<file path="src/rtl/sensor_pkg.sv">
`default_nettype none
// +----------------------------------------------------------------------------+
// | sensor_pkg                                                                 |
// | Shared types and constants for the sensor scheduler / data_processor.      |
// | Revision: 1.0                                                              |
// +----------------------------------------------------------------------------+
package sensor_pkg;

  localparam int unsigned c_data_w = 8;

  typedef enum logic [1:0] {
    IDLE = 2'd0,
    WAIT = 2'd1,
    RESP = 2'd2
  } sched_state_e;

endpackage
`default_nettype wire

</file>
<file path="src/rtl/sensor_sched_if.sv">
`default_nettype none
// +----------------------------------------------------------------------------+
// | sensor_sched_if                                                            |
// | Request (per-channel) and response handshake bundle of sensor_sched.       |
// | Revision: 1.0                                                              |
// +----------------------------------------------------------------------------+
interface sensor_sched_if
  import sensor_pkg::*;
#(
  parameter int N_CH   = 4,
  parameter int DATA_W = c_data_w
);
  localparam int CH_W = $clog2(N_CH);

  logic [N_CH-1:0]        req_valid;
  logic [N_CH*DATA_W-1:0] req_data;
  logic [N_CH-1:0]        req_ready;
  logic                   rsp_valid;
  logic                   rsp_ready;
  logic [CH_W-1:0]        rsp_ch;
  logic [DATA_W-1:0]      rsp_data;

  modport master (
    output req_valid, req_data, rsp_ready,
    input  req_ready, rsp_valid, rsp_ch, rsp_data
  );

  modport slave (
    input  req_valid, req_data, rsp_ready,
    output req_ready, rsp_valid, rsp_ch, rsp_data
  );

endinterface
`default_nettype wire

</file>
<file path="src/rtl/rr_arbiter.sv">
`default_nettype none
// +----------------------------------------------------------------------------+
// | rr_arbiter                                                                 |
// | Combinational round-robin pick: first request searching from ptr+1.        |
// | Revision: 1.0                                                              |
// +----------------------------------------------------------------------------+
module rr_arbiter #(
  parameter int N = 4
) (
  input  logic [N-1:0]         req,
  input  logic [$clog2(N)-1:0] ptr,
  input  logic                 en,
  output logic [N-1:0]         gnt,
  output logic [$clog2(N)-1:0] gnt_idx
);

  localparam int IDX_W = $clog2(N);

  int w_k;

  // Walk from lowest priority (ptr itself) to highest (ptr+1); the last hit wins.
  always_comb begin
    gnt     = '0;
    gnt_idx = '0;
    w_k     = 0;
    if (en) begin
      for (int i = N; i >= 1; i--) begin
        w_k = (int'(ptr) + i) % N;
        if (req[w_k]) begin
          gnt      = '0;
          gnt[w_k] = 1'b1;
          gnt_idx  = IDX_W'(w_k);
        end
      end
    end
  end

endmodule
`default_nettype wire

</file>
<file path="src/rtl/sensor_sched.sv">
`default_nettype none
// +----------------------------------------------------------------------------+
// | sensor_sched                                                               |
// | Round-robin time-multiplexing of N_CH sensor channels onto one filter.     |
// | Revision: 1.0                                                              |
// +----------------------------------------------------------------------------+
module sensor_sched
  import sensor_pkg::*;
#(
  parameter int N_CH       = 4,
  parameter int DATA_W     = c_data_w,
  parameter int FILTER_LAT = 2
) (
  input  logic              clk,
  input  logic              reset_n,
  sensor_sched_if.slave     bus,
  output logic [DATA_W-1:0] sensor_data,
  input  logic [DATA_W-1:0] processed_data,
  output logic              busy
);

  localparam int CH_W  = $clog2(N_CH);
  localparam int CNT_W = $clog2(FILTER_LAT + 1);

  sched_state_e      r_state;
  logic [CH_W-1:0]   r_ptr;
  logic [CNT_W-1:0]  r_cnt;
  logic [DATA_W-1:0] r_sensor_data;
  logic              r_rsp_valid;
  logic [CH_W-1:0]   r_rsp_ch;
  logic [DATA_W-1:0] r_rsp_data;

  logic [N_CH-1:0]   w_gnt;
  logic [CH_W-1:0]   w_gnt_idx;
  logic              w_arb_en;
  logic [DATA_W-1:0] w_sel_data;

  // Gating with reset_n keeps req_ready low while reset is asserted.
  assign w_arb_en   = reset_n && (r_state == IDLE);
  assign w_sel_data = bus.req_data[int'(w_gnt_idx)*DATA_W +: DATA_W];

  rr_arbiter #(.N(N_CH)) u_arb (
    .req     (bus.req_valid),
    .ptr     (r_ptr),
    .en      (w_arb_en),
    .gnt     (w_gnt),
    .gnt_idx (w_gnt_idx)
  );

  always_ff @(posedge clk or negedge reset_n) begin
    if (!reset_n) begin
      r_state       <= IDLE;
      r_ptr         <= CH_W'(N_CH - 1);
      r_cnt         <= '0;
      r_sensor_data <= '0;
      r_rsp_valid   <= 1'b0;
      r_rsp_ch      <= '0;
      r_rsp_data    <= '0;
    end else begin
      case (r_state)
        IDLE: begin
          if (|w_gnt) begin
            r_sensor_data <= w_sel_data;
            r_rsp_ch      <= w_gnt_idx;
            r_ptr         <= w_gnt_idx;
            r_cnt         <= CNT_W'(FILTER_LAT);
            r_state       <= WAIT;
          end
        end
        WAIT: begin
          if (r_cnt == '0) begin
            r_rsp_data  <= processed_data;
            r_rsp_valid <= 1'b1;
            r_state     <= RESP;
          end else begin
            r_cnt <= r_cnt - 1'b1;
          end
        end
        RESP: begin
          if (bus.rsp_ready) begin
            r_rsp_valid <= 1'b0;
            r_state     <= IDLE;
          end
        end
        default: r_state <= IDLE;
      endcase
    end
  end

  assign bus.req_ready = w_gnt;
  assign bus.rsp_valid = r_rsp_valid;
  assign bus.rsp_ch    = r_rsp_ch;
  assign bus.rsp_data  = r_rsp_data;
  assign sensor_data   = r_sensor_data;
  assign busy          = (r_state != IDLE);

endmodule
`default_nettype wire

</file>
<file path="src/flat_wrapper.sv">
// flat-port wrapper written by rule: the top's interface ports become plain ports
module sensor_sched_flat import sensor_pkg::*;
#(
  parameter int N_CH       = 4,
  parameter int DATA_W     = c_data_w,
  parameter int FILTER_LAT = 2
)
  (clk, reset_n, sensor_data, processed_data, busy, bus_req_valid, bus_req_data, bus_rsp_ready, bus_req_ready, bus_rsp_valid, bus_rsp_ch, bus_rsp_data);
  sensor_sched_if #(.N_CH(N_CH), .DATA_W(DATA_W)) bus_i ();
  input  logic clk;
  input  logic reset_n;
  output logic [DATA_W-1:0] sensor_data;
  input  logic [DATA_W-1:0] processed_data;
  output logic busy;
  input wire logic [$bits(bus_i.req_valid)-1:0] bus_req_valid;
  input wire logic [$bits(bus_i.req_data)-1:0] bus_req_data;
  input wire logic [$bits(bus_i.rsp_ready)-1:0] bus_rsp_ready;
  output wire logic [$bits(bus_i.req_ready)-1:0] bus_req_ready;
  output wire logic [$bits(bus_i.rsp_valid)-1:0] bus_rsp_valid;
  output wire logic [$bits(bus_i.rsp_ch)-1:0] bus_rsp_ch;
  output wire logic [$bits(bus_i.rsp_data)-1:0] bus_rsp_data;
  assign bus_i.req_valid = bus_req_valid;
  assign bus_i.req_data = bus_req_data;
  assign bus_i.rsp_ready = bus_rsp_ready;
  assign bus_req_ready = bus_i.req_ready;
  assign bus_rsp_valid = bus_i.rsp_valid;
  assign bus_rsp_ch = bus_i.rsp_ch;
  assign bus_rsp_data = bus_i.rsp_data;
  sensor_sched #(.N_CH(N_CH), .DATA_W(DATA_W), .FILTER_LAT(FILTER_LAT)) u_core (.clk(clk), .reset_n(reset_n), .bus(bus_i), .sensor_data(sensor_data), .processed_data(processed_data), .busy(busy));
endmodule
</file>
<file path="config.mk">
export PLATFORM = sky130hd
export DESIGN_NAME = sensor_sched_flat
export DESIGN_NICKNAME = d
export VERILOG_FILES = /design/src/rtl/sensor_pkg.sv /design/src/rtl/sensor_sched_if.sv /design/src/rtl/rr_arbiter.sv /design/src/rtl/sensor_sched.sv /design/src/flat_wrapper.sv
export SDC_FILE = /design/constraint.sdc
export NUM_CORES = 1
export LEC_CHECK = 0
export BUFFER_PORTS_ARGS = -buffer_cell sky130_fd_sc_hd__buf_4
export CORE_MARGIN = 4
export CORE_UTILIZATION = 48
export DETAILED_ROUTE_END_ITERATION = 8
export GPL_ROUTABILITY_DRIVEN = 0
export PLACE_DENSITY = 0.77
export RECOVER_POWER = 50
export SLEW_MARGIN = 20
export SYNTH_ARGS = -nofsm -noshare
export SYNTH_HDL_FRONTEND = slang
export SYNTH_HIERARCHICAL = 1
export SYNTH_SLANG_ARGS = --single-unit
</file>
<file path="constraint.sdc">
create_clock -name clk -period 4.7 [get_ports clk]
set_input_delay 0.705 -clock clk [delete_from_list [all_inputs] [get_ports clk]]
set_output_delay 0.705 -clock clk [all_outputs]
set_load 0.03 [all_outputs]
</file>
After elaboration in Yosys (flattened, before gate mapping)
Index checks and enable logic that the tools add are counted.

Logic and storage cells: 91. Input bits: 47. Output and inout port bits: 24. Register bits: 25.

Multiplexer cells: 40. Add/subtract/negate cells: 5. Shift-type cells: 1. Reductions and logical operators: 20. Bitwise operators: 4. Equal/unequal tests: 6. Magnitude comparators: 8.

Operators with widths (count): indexed part select 32 x 6 -> 8 bit (1); two-way mux 2 bit (10); two-way mux 4 bit (5); < comparator 3 x 4 -> 1 bit, second input constant (4); two-way mux 1 bit (14); >= comparator 3 x 1 -> 1 bit, second input constant (4); AND reduction 3 bit (3); binary-select mux 1 bit (select 2 bit) (4); demux 1 bit (select 2 bit) (4); OR reduction 2 bit (4); inequality test 2 bit, second input constant (3); one-hot mux 2 bit (3 select lines) (1); nonzero test 2 bit (3); logical AND 1 bit (5); adder 2 x 1 -> 2 bit, second input constant (2); adder 2 bit, second input constant (2); AND 1 bit, first input constant (4); zero test 2 bit (2); one-hot mux 2 bit (2 select lines) (1); AND reduction 2 bit (2); OR reduction 4 bit (1); == test 2 x 1 -> 1 bit, second input constant (1); == test 2 bit, second input constant (1); inequality test 2 x 1 -> 1 bit, second input constant (1); other kinds (2) (2).

Longest topological paths before layout
Depth in word-level cells: 15. Depth in mapped cells: 11. Gate-level depth less buffers: 9.

By module
The synthesis kept the hierarchy.

Modules (own cells, without submodules): sensor_sched (cells an instance 78, times used 1, area an instance 1243.7 µm², seq. area each 628.1 µm²); rr_arbiter (cells an instance 50, times used 1, area an instance 447.9 µm², seq. area each 0.0 µm²).

Worst setup path before layout
No wires, ideal clock.

Path type: reg2reg. From: reg u_core.r_ptr[0]. To: reg u_core.r_rsp_ch[0], in the netlist u_core/bus.rsp_ch[0]. Cell stages (with the launch flop): 12. Path buffers: 2. Arrival: 3.302 ns. Required time: 4.575 ns. Slack: 1.273 ns. Path through: dfstp_2 -> buf_4 -> inv_1 -> ha_1 -> mux4_2 -> nor2b_4 -> a221o_1 -> o221a_1 -> nor4_4 -> nor2_4 -> buf_6 -> mux2_4.

Word-level cells in the longest chain between the ends: 14. Elaborated cells between the ends (all ways): 56. Classes of those cells: 4 x add/sub; 8 x order compare; 30 x mux; 4 x bitwise; 10 x reduce/logical.

RTL lines: from (decl) (RTL line sensor_sched.sv:26) `logic [CH_W-1:0] r_ptr;`; from (signal assigned) (RTL line sensor_sched.sv:53) `r_ptr <= CH_W'(N_CH - 1);`; from (signal assigned) (RTL line sensor_sched.sv:65) `r_ptr <= w_gnt_idx;`; adder 2 x 1 -> 2 bit (RTL line rr_arbiter.sv:28) `w_k = (int'(ptr) + i) % N;`; OR reduction 2 bit (no source line); AND 1 bit (no source line); < comparator 3 x 4 -> 1 bit (implied by the code) or >= comparator 3 x 1 -> 1 bit (tied branches) (RTL line rr_arbiter.sv:31) `gnt[w_k] = 1'b1;`; logical AND 1 bit (implied by the code) (RTL line rr_arbiter.sv:31); two-way mux 1 bit (implied by the code) (RTL line rr_arbiter.sv:31); demux 1 bit (select 2 bit) (RTL line rr_arbiter.sv:31); two-way mux 4 bit (3 in a row) (RTL line rr_arbiter.sv:29) `if (req[w_k]) begin`; two-way mux 4 bit * (RTL line rr_arbiter.sv:29); two-way mux 4 bit * (RTL line rr_arbiter.sv:26) `if (en) begin`; named net bus_req_ready[1] (RTL line flat_wrapper.sv:18) `output wire logic [$bits(bus_i.req_ready)-1:0] bus_req_ready;`; OR reduction 4 bit * (RTL line sensor_sched.sv:62) `if (|w_gnt) begin`; AND reduction 2 bit (no source line) *; to (signal assigned) (RTL line sensor_sched.sv:64) `r_rsp_ch <= w_gnt_idx;`; to (decl) (RTL line sensor_sched.sv:30) `logic [CH_W-1:0] r_rsp_ch;`.

The timed path passes the listed nets; every way through them passes the cells marked *. The select of a mux whose other input is x is not followed. A chain may end at the register's enable or synchronous reset.

Final worst setup path
From: reg u_core.r_ptr[0]. To: out bus_req_ready[2].

Word-level cells in the longest chain between the ends: 12. Elaborated cells between the ends (all ways): 49. Classes of those cells: 4 x add/sub; 8 x order compare; 25 x mux; 4 x bitwise; 8 x reduce/logical.

RTL lines (RTL line): adder 2 x 1 -> 2 bit (rr_arbiter.sv:28); OR reduction 2 bit (no source line); AND 1 bit (no source line); < comparator 3 x 4 -> 1 bit (implied by the code) or >= comparator 3 x 1 -> 1 bit (tied branches) (rr_arbiter.sv:31); logical AND 1 bit (implied by the code) (rr_arbiter.sv:31); two-way mux 1 bit (implied by the code) (rr_arbiter.sv:31); demux 1 bit (select 2 bit) (rr_arbiter.sv:31); two-way mux 4 bit (3 in a row) (rr_arbiter.sv:29); two-way mux 4 bit * (rr_arbiter.sv:29); two-way mux 4 bit * (rr_arbiter.sv:26); to (decl) (flat_wrapper.sv:18).

Mark *: on every way between the ends. The rest lies on a longest branch, timed or not. The select of a mux whose other input is x is not followed.

==> qor.yml <==
status:
  run_status: "completed"
clock_tree:
  insertion_delay_ns: 0.31
  path_clk_slew_ns: 0.12
  numCtsBuffers: 3
  cts_sinks: 25
  cts_max_path_buffers: 2
  htreeDepth: 1
  cts_tree: "built"
  cts.repair.resized: 0
  hold_buffers: 0
  cts_setup_buffers: 0
  cts_root_buf: "clkbuf_4"
hold_path:
  hold_end: "u_core/r_cnt[0]"
  hp-class: "reg -> reg"
  hold_path_startpoint: "u_core/r_cnt[0]"
  worstHoldPathCells: 1
sta:
  drv_slew: 0
  period_share_pct: 78.42
  max_clock_freq_mhz: 271.3
  relSlewSlack_pct: 13.64
  worst_pin_slew_ns: 1.295
  rsz0062_at_grt: "no"
  period_minus_slack_ns: 3.686
  hold_violations: 0
  fin_skew_ns: 0.006472
  fin_tns_setup_ns: 0
  fin_ws_ns: 1.014
  setup_viol: 0
synth:
  synth.distinct_cells: 32
  syn_nets: 182
  synth_cells: 128
  synth-edff-count: 0
  ys_seq_area_share_pct: 37.13
  synth_ff_type: "dfrtp_1"
  ys_warn_count: 6
  ys_ff_latch: 25
  synthArstFlopShare_pct: 100.0
  synth.cell_area_um2: 1692
  syn_avg_cell_area_um2: 13.22
floorplanning:
  rows: 21
  die_w_um: 67.37
  core-area_um2: 3363
  initial_core_util_pct: 50.30
  die_y_um: 67.37
  io_pins: 71
  die_area_um2: 4538
global_routing:
  grtUsageTotal_pct: 17.69
  grt_overflow: 0
  first_global_vias: 1364
  antenna_found_initial: 0
  grt_pass1_wl_mm: 6.106
  grt_max_degree: 27
detailed_routing:
  drc: 0
  dr.first_iter.drc_count: 34
  wire_per_inst_um: 15.72
  firstDrtPassIters: 4
  via_per_inst: 5.506
  totalWireLength_mm: 3.852
  ant_nets: 0
  vias: 1349
worst_setup_path:
  end_kind: "output port"
  timing.rr.start: "u_core/r_ptr[0]"
  cp_slowest_stage_delay_ns: 0.76
  worst_setup_path_start_kind: "flop"
  rr_worst_depth: 9
  path_max_fanout: 17
  r2r-end: "u_core/bus.rsp_ch[0]"
  crit_slowest_cell: "dfstp_2"
  worstPathArrival_ns: 2.98
  worstPathCellList: "inv_1, ha_1, mux4_2, nor2b_4, a221o_1, o221a_1, buf_4"
  r2r_slack_ns: 1.27
  critPathRequiredTime_ns: 3.99
  critical_path_class: "reg -> out"
cells_and_area:
  final_layout_size_suffix_gt1_share_pct: 56.28
  diodes: 0
  final_cells: 245
  syn_to_final_growth_pct: 33.65
  fillers: 277
  fin_util_pct: 67.22
  nets: 254
placed_design:
  dpl.cell_count: 241
  io_buffers: 70
  dp_worst_setup_slack_ns: 1.282
  dp_hpwl_mm: 3.089
pwr:
  ir_drop_mv: 0.3234
  p_sw_share_pct: 43.43
  seqPwrFrac_pct: 27.3
  net-switching-power_mw: 0.6260
  p_clk_share_pct: 6.4
  cellPowerDensity_nw_per_um2: 637.5
  p_leak_nw: 1.035
  intPower_mw: 0.8153
  combPwrFrac_pct: 66.3
run:
  max-cap-violations: 0
==> final cells by class <==
cell class,instances,area (um^2),share of cell area [%]
flip-flops and latches,25,628.1,27.78
well taps,46,57.56,2.546
clock inverters,1,5.005,0.2214
inverters,10,37.54,1.660
repair buffers,71,518.0,22.91
multi-input cells,89,992.2,43.88
clock buffers,3,22.52,0.9961
==> through the flow <==
stage	area (um^2)	total power, mW	hold WS (ns)
after global routing	2261	1.537	0.5219
after detailed placement	2248	1.370	0.4743
final	2261	1.441	0.4851
after global placement	2248	1.339	0.4616
after CTS	2276	1.465	0.2651
after floorplan	1692	1.107	0.4094
==> power groups by stage <==
stage               sequential [mW]  combinational [mW]  clock [mW]
floorplan                     0.538               0.569           0
global placement              0.395               0.943           0
detailed placement            0.399               0.971           0
CTS                           0.395               0.971      0.0984
global route                  0.410                1.02       0.107
finish                        0.394               0.956      0.0919
==> cells by family after synthesis <==
group,synth area share [%]
multiplexers,33.88
flip-flops,37.13
adder cells (fa/ha/maj),5.177
AO/OA/AOI/OAI,10.28
buffers and inverters,4.216
AND/OR/NAND/NOR,9.319
==> layer usage <==
metal | wire [um] | track usage [%] | share of wire [%]
met1 | 1426 | 21.47 | 37
met2 | 2124 | 32.39 | 55
met3 | 288 | 2.662 | 7.5
met4 | 13 | 4.810 | 0.34
met5 | 0 | 0 | 0
==> worst max-delay path by stage <==
stage	startpoint	to	slack [ns]	cells after the start
2_1_floorplan	u_core/r_ptr[0]	u_core/bus.rsp_ch[0]	1.27	11
3_3_place_gp	u_core/r_ptr[0]	u_core/sensor_data[5]	1.38	9
3_5_place_dp	u_core/r_ptr[0]	u_core/sensor_data[3]	1.28	9
4_1_cts	u_core/r_ptr[0]	bus_req_ready[2]	0.99	7
5_1_grt	u_core/r_ptr[0]	bus_req_ready[0]	0.80	6
6_report	u_core/r_ptr[0]	bus_req_ready[2]	1.01	7
==> synth_stat cells, drive strengths merged, types with 2 or more instances <==
cell,number,area share (%)
nor2b,4,1.9
buf,3,1.8
a221o,4,2.4
nor4,5,2.7
nand2,4,0.89
dfrtp,23,34
mux2i,4,2.4
o221a,5,3.3
nor2,7,2.0
inv,10,2.2
nand2b,2,0.74
o21ai,3,0.89
dfstp,2,3.1
a21oi,3,0.89
ha,7,5.2
mux2,22,17
mux4,11,15
==> state kept, by name, summed over array words and instances, names as in the netlist <==
signal / flops
u_core/sensor_data: 8
u_core/bus.rsp_ch: 2
u_core/bus.rsp_data: 8
u_core/bus.rsp_valid: 1
u_core/r_cnt: 2
u_core/r_ptr: 2
u_core/r_state: 2
==> cells in the final DEF, fill, tap and decap left out <==
cell type and count:
a21oi_1 3, a221o_1 4, a221oi_1 1, a31oi_1 1, buf_4 67, clkbuf_1 4
clkbuf_4 3, clkinv_2 1, dfrtp_1 23, dfstp_2 2, ha_1 7, inv_1 10
mux2_2 12, mux2_4 10, mux2i_1 4, mux4_2 11, nand2_1 4, nand2b_1 2
nor2_1 6, nor2_4 1, nor2b_1 3, nor2b_4 1, nor4_1 4, nor4_4 1
o21ai_0 3, o21bai_1 1, o221a_1 4, o221a_2 1, o221ai_1 1, o22a_1 1
o31ai_1 1, or2_4 1, or3b_2 1
==> worst max-delay path: cells and delay by family, from the launching register on <==
family                   cells  cell delay [ns]
multiplexers                 1             0.40
AND/OR/NAND/NOR              1             0.17
AO/OA/AOI/OAI                2             0.58
adder cells (fa/ha/maj)      1             0.42
buffers and inverters        2             0.33
flip-flops                   1             0.76
No activity file was read; power rests on OpenSTA's default activity.
